File: config.mk
export PLATFORM = sky130hd
export DESIGN_NAME = vga_bar_display
export DESIGN_NICKNAME = d
export VERILOG_FILES = /design/src/rtl/vga_bar_display.sv
export SDC_FILE = /design/constraint.sdc
export NUM_CORES = 1
export LEC_CHECK = 0
export ABC_AREA = 0
export CORE_UTILIZATION = 45
export CTS_CLUSTER_DIAMETER = 50
export DETAILED_ROUTE_END_ITERATION = 7
export PLACE_DENSITY_LB_ADDON = 0.08
export SLEW_MARGIN = 25
export SYNTH_ARGS = -nofsm -noshare
export SYNTH_HDL_FRONTEND = slang
export SYNTH_SLANG_ARGS = --single-unit
File: constraint.sdc
create_clock -name clk25 -period 2.7 [get_ports clk25]
set_clock_uncertainty 0.15 [all_clocks]
set_input_delay 0.405 -clock clk25 [delete_from_list [all_inputs] [get_ports clk25]]
set_output_delay 0.405 -clock clk25 [all_outputs]
set_load 0.01 [all_outputs]
File: src/rtl/vga_bar_display.sv
// vga_bar_display: VGA timing generator and tug-of-war board renderer
//
// Draws a row of NUM_LEDS boxes, two "ready" side bars and a background.
// Every game input is captured into a shadow register once per frame, on
// the last clock of the last active line, so a frame never mixes two
// input states.
//
// Ports:
//   clk25        pixel clock
//   rst_n        asynchronous active-low reset
//   fg_rgb       foreground colour {R,G,B}, COLOR_W bits per channel
//   bg_rgb       background colour {R,G,B}
//   show_ready   enables the ready bars
//   ready_l      left player ready
//   ready_r      right player ready
//   leds_in      LED pattern, bit NUM_LEDS-1 is the leftmost box
//   blink_req    flash the LED row (only with VGA_BLINK_EN)
//   rgb          pixel colour, zero during blanking
//   hsync        horizontal sync, active low
//   vsync        vertical sync, active low
//   de           active-video flag
//   frame_start  one-cycle pulse aligned with pixel (0,0) on rgb
//
// Build option: define VGA_BLINK_EN to flash the LED row with a half-period
// of BLINK_FRAMES frames while blink_req is set.
module vga_bar_display #(
    parameter int NUM_LEDS     = 7,
    parameter int COLOR_W      = 1,
    parameter int H_ACTIVE     = 640,
    parameter int H_FP         = 16,
    parameter int H_SYNC       = 96,
    parameter int H_BP         = 48,
    parameter int V_ACTIVE     = 480,
    parameter int V_FP         = 10,
    parameter int V_SYNC       = 2,
    parameter int V_BP         = 33,
    parameter int LED_X0       = 15,
    parameter int LED_W        = 71,
    parameter int LED_PITCH    = 90,
    parameter int LED_Y0       = 159,
    parameter int LED_Y1       = 319,
    parameter int READY_W      = 10,
    parameter int BLINK_FRAMES = 16
) (
    input  logic                   clk25,
    input  logic                   rst_n,
    input  logic [3*COLOR_W-1:0]   fg_rgb,
    input  logic [3*COLOR_W-1:0]   bg_rgb,
    input  logic                   show_ready,
    input  logic                   ready_l,
    input  logic                   ready_r,
    input  logic [NUM_LEDS-1:0]    leds_in,
    input  logic                   blink_req,
    output logic [3*COLOR_W-1:0]   rgb,
    output logic                   hsync,
    output logic                   vsync,
    output logic                   de,
    output logic                   frame_start
);
    localparam int H_TOTAL = H_ACTIVE + H_FP + H_SYNC + H_BP;
    localparam int V_TOTAL = V_ACTIVE + V_FP + V_SYNC + V_BP;
    localparam int HW      = $clog2(H_TOTAL);
    localparam int VW      = $clog2(V_TOTAL);
    localparam int CW      = 3 * COLOR_W;

    logic [HW-1:0]       hcnt_q, hcnt_d;
    logic [VW-1:0]       vcnt_q, vcnt_d;
    logic                h_last, v_last, capture;
    int                  h, v;

    logic [CW-1:0]       fg_q, fg_d, bg_q, bg_d;
    logic [NUM_LEDS-1:0] leds_q, leds_d;
    logic                show_ready_q, show_ready_d;
    logic                ready_l_q, ready_l_d;
    logic                ready_r_q, ready_r_d;

    logic                led_mute, led_hit, bar_hit, active;
    logic [CW-1:0]       rgb_q, rgb_d;
    logic                de_q, de_d;
    logic                hsync_q, hsync_d;
    logic                vsync_q, vsync_d;
    logic                frame_start_q, frame_start_d;

    assign h_last  = hcnt_q == HW'(H_TOTAL - 1);
    assign v_last  = vcnt_q == VW'(V_TOTAL - 1);
    // Last clock of the last active line: the whole picture has been sent.
    assign capture = h_last && vcnt_q == VW'(V_ACTIVE - 1);
    assign h       = int'(hcnt_q);
    assign v       = int'(vcnt_q);

    always_comb begin
        hcnt_d = h_last ? '0 : hcnt_q + 1'b1;
        vcnt_d = !h_last ? vcnt_q : (v_last ? '0 : vcnt_q + 1'b1);
    end

    always_ff @(posedge clk25 or negedge rst_n) begin
        if (!rst_n) begin
            hcnt_q <= '0;
            vcnt_q <= '0;
        end else begin
            hcnt_q <= hcnt_d;
            vcnt_q <= vcnt_d;
        end
    end

    always_comb begin
        fg_d         = capture ? fg_rgb     : fg_q;
        bg_d         = capture ? bg_rgb     : bg_q;
        leds_d       = capture ? leds_in    : leds_q;
        show_ready_d = capture ? show_ready : show_ready_q;
        ready_l_d    = capture ? ready_l    : ready_l_q;
        ready_r_d    = capture ? ready_r    : ready_r_q;
    end

    always_ff @(posedge clk25 or negedge rst_n) begin
        if (!rst_n) begin
            fg_q         <= '0;
            bg_q         <= '0;
            leds_q       <= '0;
            show_ready_q <= 1'b0;
            ready_l_q    <= 1'b0;
            ready_r_q    <= 1'b0;
        end else begin
            fg_q         <= fg_d;
            bg_q         <= bg_d;
            leds_q       <= leds_d;
            show_ready_q <= show_ready_d;
            ready_l_q    <= ready_l_d;
            ready_r_q    <= ready_r_d;
        end
    end

`ifdef VGA_BLINK_EN
    localparam int BW = BLINK_FRAMES > 1 ? $clog2(BLINK_FRAMES) : 1;

    logic [BW-1:0] fcnt_q, fcnt_d;
    logic          fwrap;
    logic          phase_q, phase_d;
    logic          blink_req_q, blink_req_d;

    // The frame counter advances at each capture point, so the phase and
    // the blink request always change together at a frame boundary.
    assign fwrap = fcnt_q == BW'(BLINK_FRAMES - 1);

    always_comb begin
        fcnt_d      = !capture ? fcnt_q : (fwrap ? '0 : fcnt_q + 1'b1);
        phase_d     = phase_q ^ (capture && fwrap);
        blink_req_d = capture ? blink_req : blink_req_q;
    end

    always_ff @(posedge clk25 or negedge rst_n) begin
        if (!rst_n) begin
            fcnt_q      <= '0;
            phase_q     <= 1'b0;
            blink_req_q <= 1'b0;
        end else begin
            fcnt_q      <= fcnt_d;
            phase_q     <= phase_d;
            blink_req_q <= blink_req_d;
        end
    end

    assign led_mute = blink_req_q && phase_q;
`else
    logic unused_blink;

    assign unused_blink = blink_req ^ (BLINK_FRAMES == 0);
    assign led_mute     = 1'b0;
`endif

    // Boxes past the right edge of the active area are removed by the
    // active-video gate below rather than by the box test itself.
    always_comb begin
        led_hit = 1'b0;
        for (int i = 0; i < NUM_LEDS; i++)
            led_hit = led_hit | (leds_q[NUM_LEDS-1-i] &&
                                 h >= LED_X0 + i * LED_PITCH &&
                                 h <  LED_X0 + i * LED_PITCH + LED_W);
        led_hit = led_hit && v >= LED_Y0 && v <= LED_Y1 && !led_mute;
    end

    always_comb begin
        bar_hit       = show_ready_q && ((ready_l_q && h < READY_W) ||
                                         (ready_r_q && h >= H_ACTIVE - READY_W));
        active        = h < H_ACTIVE && v < V_ACTIVE;
        rgb_d         = !active ? '0 : ((led_hit || bar_hit) ? fg_q : bg_q);
        de_d          = active;
        hsync_d       = !(h >= H_ACTIVE + H_FP && h < H_ACTIVE + H_FP + H_SYNC);
        vsync_d       = !(v >= V_ACTIVE + V_FP && v < V_ACTIVE + V_FP + V_SYNC);
        frame_start_d = hcnt_q == '0 && vcnt_q == '0;
    end

    always_ff @(posedge clk25 or negedge rst_n) begin
        if (!rst_n) begin
            rgb_q         <= '0;
            de_q          <= 1'b0;
            hsync_q       <= 1'b1;
            vsync_q       <= 1'b1;
            frame_start_q <= 1'b0;
        end else begin
            rgb_q         <= rgb_d;
            de_q          <= de_d;
            hsync_q       <= hsync_d;
            vsync_q       <= vsync_d;
            frame_start_q <= frame_start_d;
        end
    end

    assign rgb         = rgb_q;
    assign de          = de_q;
    assign hsync       = hsync_q;
    assign vsync       = vsync_q;
    assign frame_start = frame_start_q;
endmodule
==> results of run 1 <==
==> layer usage <==
metal  part of all wire  vias up  track usage
li1                   -      988            -
met1               0.46     1003        0.277
met2               0.49       53        0.329
met3              0.031       12       0.0335
met4              0.017        0       0.0750
met5                  0        -            0
==> cell type report <==
type	count	share of cell area
sequential	43	0.367
multi-input combinational	186	0.446
tap	70	0.0298
inverter	9	0.0115
clock buffer	7	0.0294
timing repair buffer	37	0.115
clock inverter	1	0.00170
==> flip-flops by register name, indices dropped and copies added (netlist names) <==
signal and cells:
bg_q 3, hsync 1, frame_start 1, ready_l_q 1
show_ready_q 1, rgb 3, ready_r_q 1, de 1
vsync 1, fg_q 3, hcnt_q 10, leds_q 7
vcnt_q 10
==> kinds of logic (layout without fill, tap and decap cells) <==
logic type | Yosys count | count (layout) | synth area share
xor gates and xnor gates | 12 | 12 | 0.0420
muxes | 16 | 16 | 0.0720
adders and majority gates | 6 | 6 | 0.0300
and+or+nand+nor | 102 | 102 | 0.243
DFF | 43 | 43 | 0.431
AOI/OAI and AO/OA | 50 | 50 | 0.136
buffers and inverters | 25 | 54 | 0.0460
==> how the worst max path moves through the flow <==
stage                    from         to  slack [ns]  cells past startpoint
floorplan           hcnt_q[1]  vcnt_q[9]        0.41                      7
global placement    hcnt_q[1]  vcnt_q[9]        0.26                      7
detailed placement  hcnt_q[1]  vcnt_q[9]        0.24                      7
CTS                 hcnt_q[1]  vcnt_q[9]        0.21                      7
global route        hcnt_q[1]  vcnt_q[9]        0.10                      7
finish              hcnt_q[1]  vcnt_q[9]        0.20                      7
==> report_power, final <==
group / internal [mW] / switching [mW]
Combinational: 0.0402 / 0.0268
Clock: 0.206 / 0.215
Sequential: 0.659 / 0.00913
Total: 0.905 / 0.251
==> synthesized netlist by cell type, drive strengths merged, types with 5 or more instances <==
cell	number	area, sq um
a21oi	7	38.8
a31oi	5	31.3
buf	9	53.8
clkbuf	7	27.5
dfrtp	41	1030
ha	6	75.1
inv	9	33.8
mux2	16	180
nand2	21	78.8
nand3	17	97.6
nor2	19	71.3
nor3	9	61.3
nor4	7	58.8
o21ai	12	60.1
xnor2	8	70.1
==> critical path, stage by stage, from the launching register on <==
cell	delay [ns]
dfrtp_1	0.45
ha_1	0.36
nand3_4	0.16
or4_4	0.53
or3_4	0.42
nor3_4	0.13
xnor2_1	0.15
a21oi_2	0.04
==> per-stage QoR <==
step | cells | setup WS (ns) | hold WS, ns
3_3_place_gp | 344 | 0.264 | 0.337
3_5_place_dp | 344 | 0.241 | 0.341
2_1_floorplan | 254 | 0.409 | -0.0406
5_1_grt | 353 | 0.105 | 0.379
4_1_cts | 352 | 0.207 | 0.140
6_report | 353 | 0.201 | 0.362
==> reports/metrics.yaml, run 1 <==
cp_data_required_time_ns: 2.73
numCtsBuffers: 5
rsz0062_at_grt: "false"
drt_pass1_iterations: 4
grt_max_degree: 44
multi_input_area_sq_um: 1310
num_vias: 2056
slew_violations: 0
die_h_microns: 76.6
maxCapViolations: 0
worst_hold_path.endpoint: "leds_q[6]"
hold_buffers: 0
first_iter_violations: 66
io-pin-count: 26
irDropWorstVdd_v: 0.000271
diodes: 0
reg2reg_from: "hcnt_q[1]"
synthCells: 254
cts-root-buf: "clkbuf_8"
rrSetupSlack_ns: 0.20
period_share: 0.926
p_leak_nw: 1.19
drive_gt1_frac: 0.170
final_common_cell: "dfrtp_1"
io_buffers: 24
syn_nets: 279
tns_ns: 0
final_util: 0.561
layout_common_cells: "dfrtp_1 (41), clkdlybuf4s50_1 (23), nand2_1 (21), nor2_1 (19)"
hold_path_depth: 1
ant_nets: 0
worstHoldStart: "leds_q[6]"
worstRegToRegCells: 7
hold_viol_final: 0
drc: 0
synth.cell_area_sq_um: 2500
post_cts_buffers: 0
grt_pass1_vias: 1979
worstMarginPinSlew_ns: 0.692
cts.sinks: 43
wl_microns: 5480
synth_seq_cells: 43
design_area_sq_um: 2940
fillers: 480
ys_types: 60
synthFlopType: "dfrtp_1"
clock_latency_ns: 0.30
cts_resized: 0
grt_pass1_wl_microns: 9480
crit_path_start_kind: "flip-flop"
placed_cell_area_sq_um: 2840
wl_per_cell_microns: 15.5
timing.critical_path.arrival_ns: 2.53
yosysWarnings: 0
ys_seq_area_frac: 0.431
reg2reg_to: "vcnt_q[9]"
via_per_inst: 5.82
seq_area_sq_um: 1080
gr-total-overflow: 0
final_nets: 307
area_growth_pct: 17.4
synth_edf_count: 0
hpwlAfterDp_microns: 3980
place_congestion: 0.836
setup_viol: 0
antenna_found_initial: 0
powerDensity_nw_per_um2: 393
critPathKind: "flip-flop to flip-flop"
max_freq_mhz: 400
initial_core_util: 0.478
clk_pin_slew_ns: 0.08
crit_path_end_kind: "flip-flop"
fp.dieW_microns: 76.6
hp-class: "flip-flop to flip-flop"
slew_headroom: 0.535
cts_buffer_depth: 2
rows: 26
min_period_ns: 2.50
track_usage: 0.204
status: "completed"
cts_tree: "built"
synth-async-reset-ratio: 1.00
dieArea_sq_um: 5870
htreeDepth: 2
avgSynthCellArea_sq_um: 9.86
fp.coreArea_sq_um: 5240
crit_fanout: 6
total_power_mw: 1.16
Note: power is estimated with default switching activity, not from simulation.
==> run 2, diff against run 1 <==
--- a/config.mk
+++ b/config.mk
@@ -10,6 +10,7 @@
 export CTS_CLUSTER_DIAMETER = 50
 export DETAILED_ROUTE_END_ITERATION = 7
 export PLACE_DENSITY_LB_ADDON = 0.08
+export REMOVE_ABC_BUFFERS = 1
 export SLEW_MARGIN = 25
 export SYNTH_ARGS = -nofsm -noshare
 export SYNTH_HDL_FRONTEND = slang
==> run 2 against run 1 <==
  * Utilization is 0.43 points lower
  * Hold slack is essentially flat
  * Critical path depth shrank 1
  * Routed wire length down 2.8%
  * Combinational power about the same
  * Sequential power about the same
  * Non-clock buffer count shrank 2
  * Final area shrank 0.77%
  * Count of clock-buffer cells in the layout is 2 lower
  * Power down 1.9%
  * Sequential share of layout area increased by 0.28 points
  * Setup slack improved by 0.024 ns
  * Critical path type unchanged
==> reports/metrics.yaml, run 2 (same netlist as run 1, synthesis figures left out) <==
drive_gt1_frac: 0.167  # -0.00235
cts.sinks: 43  # unchanged
ant_nets: 0  # unchanged
hp-class: "flip-flop to flip-flop"
drt-met1-wl_microns: 2610  # +2.8%
period_share: 0.917  # -0.00875
grt_pass1_vias: 1962  # -0.86%
crit_path_start_kind: "flip-flop"
reg2reg_from: "hcnt_q[2]"
reg2reg_to: "rgb[2]"
gr-total-overflow: 0  # unchanged
dieArea_sq_um: 5870  # unchanged
grt_pass1_wl_microns: 9310  # -1.8%
worstRegToRegCells: 6  # -1
hold_viol_final: 0  # unchanged
fillers: 482  # +0.42%
powerDensity_nw_per_um2: 389  # -1.1%
antenna_found_initial: 0  # unchanged
track_usage: 0.201  # -0.00293
path_cells: "or4_1 > nor2_1 > o22ai_1 > nor3_1 > a211o_1 > nand3_1"
first_iter_violations: 128  # +94%
clk_pin_slew_ns: 0.08  # about the same
io-pin-count: 26  # unchanged
diodes: 0  # unchanged
die_h_microns: 76.6  # unchanged
cp_data_required_time_ns: 2.73  # about the same
final_common_cell: "dfrtp_1"
cp.depth: 6  # -1
slowest_delay_ns: 0.63  # +0.10 ns
rows: 26  # unchanged
drc: 0  # unchanged
timing.critical_path.arrival_ns: 2.50  # -0.03 ns
place_congestion: 0.873  # +4.4%
slowest_stage: "nor3_1"
status: "completed"
max_freq_mhz: 404  # +0.95%
rsz0062_at_grt: "false"
wl_met3_microns: 199  # +18%
crit_start: "hcnt_q[2]"
wl_met2_microns: 2460  # -8.3%
post_cts_buffers: 0  # unchanged
fp.coreArea_sq_um: 5240  # unchanged
wl_per_cell_microns: 15.2  # -2.2%
final_util: 0.557  # -0.00430
wl_microns: 5330  # -2.8%
final_nets: 305  # -0.65%
setup_viol: 0  # unchanged
critPathTopFamily: "simple AND/OR/NAND/NOR gates"
irDropWorstVdd_v: 0.000211  # -22%
maxCapViolations: 0  # unchanged
p_leak_nw: 1.18  # -0.85%
htreeDepth: 2  # unchanged
crit_path_end_kind: "flip-flop"
min_period_ns: 2.48  # -0.0236 ns
via_per_inst: 5.68  # -2.4%
worstMarginPinSlew_ns: 0.757  # +0.0650 ns
rrSetupSlack_ns: 0.22  # +0.02 ns
cts_resized: 0  # unchanged
cts_buffer_depth: 2  # unchanged
crit_end: "rgb[2]"
slew_headroom: 0.491  # -0.0437
critPathKind: "flip-flop to flip-flop"
top_layer: "met4"
grt_max_degree: 44  # unchanged
area_growth_pct: 16.5
largestRegisters: "hcnt_q x10, vcnt_q x10, leds_q x7"
layout_common_cells: "dfrtp_1 (41), clkdlybuf4s50_1 (23), nand2_1 (21), nor2_1 (19)"
cts-root-buf: "clkbuf_8"
fp.dieW_microns: 76.6  # unchanged
numCtsBuffers: 5  # unchanged
slew_violations: 0  # unchanged
crit_fanout: 6  # unchanged
drt_pass1_iterations: 4  # unchanged
critPathBufInv: 0  # unchanged
initial_core_util: 0.478  # unchanged
tns_ns: 0  # unchanged
clock_latency_ns: 0.30  # about the same
cts_tree: "built"
hpwlAfterDp_microns: 3830  # -3.9%
num_vias: 1995  # -3.0%
io_buffers: 24  # unchanged
## run 2: cell count changes in the layout (fill, tap and decap cells not counted)
| cell | previous run | this run |
|---|---|---|
| buf_4 | 13 | 11 |
| clkbuf_1 | 1 | 0 |
| clkbuf_8 | 6 | 5 |
| clkinv_2 | 1 | 3 |
## run 2: layer usage
| layer | track usage | vias to the layer above |
|---|---|---|
| li1 | - | 990 |
| met1 | 0.271 | 945 |
| met2 | 0.313 | 55 |
| met3 | 0.0455 | 5 |
| met4 | 0.0846 | 0 |
| met5 | 0 | - |
## run 2: layout make-up
class | instances | area [sq um] | share of cell area
clock buffer | 5 | 68.8 | 0.0236
clock inverter | 3 | 15.0 | 0.00515
inverter | 9 | 33.8 | 0.0116
multi-input combinational | 186 | 1310 | 0.449
sequential | 43 | 1080 | 0.370
tap | 70 | 87.6 | 0.0300
timing repair buffer | 35 | 323 | 0.111
## run 2: worst min path at each step
stage	startpoint	to	slack [ns]	cells after the start
6_report	ready_l_q	ready_l_q	0.36	1
5_1_grt	leds_q[6]	leds_q[6]	0.39	1
4_1_cts	rst_n	vcnt_q[7]	0.13	1
3_5_place_dp	ready_l_q	ready_l_q	0.34	1
3_3_place_gp	ready_l_q	ready_l_q	0.34	1
2_1_floorplan	rst_n	bg_q[0]	-0.04	0
## run 2: where the power goes
part / switching, mW / total, mW / internal [mW]
clock network: 0.223 / 0.400 / 0.177
logic: 0.0268 / 0.0669 / 0.0401
registers: 0.00893 / 0.667 / 0.659
## run 2: what timing repair did
action                                 4_1_cts  5_1_grt
setup endpoints to repair                    0        0
hold buffers                                 0        1
endpoints found under the hold margin        0       41
## run 2: stage by stage
stage                     power [mW]  cells  cell area [sq um]  hold WS (ns)  worst slack [ns]
after floorplan                0.698    238               2420       -0.0406             0.154
after global placement         0.746    342               2820         0.341             0.257
after detailed placement       0.747    342               2820         0.344             0.260
after CTS                       1.15    350               2900         0.130             0.243
after global routing            1.19    351               2920         0.394             0.134
final                           1.13    351               2920         0.362             0.224
## run 2: worst register-to-register path: stages (launching register included)
cell and delay [ns]:
dfrtp_1 0.46, or4_1 0.60, nor2_1 0.13, o22ai_1 0.10, nor3_1 0.63, a211o_1 0.22
nand3_1 0.07
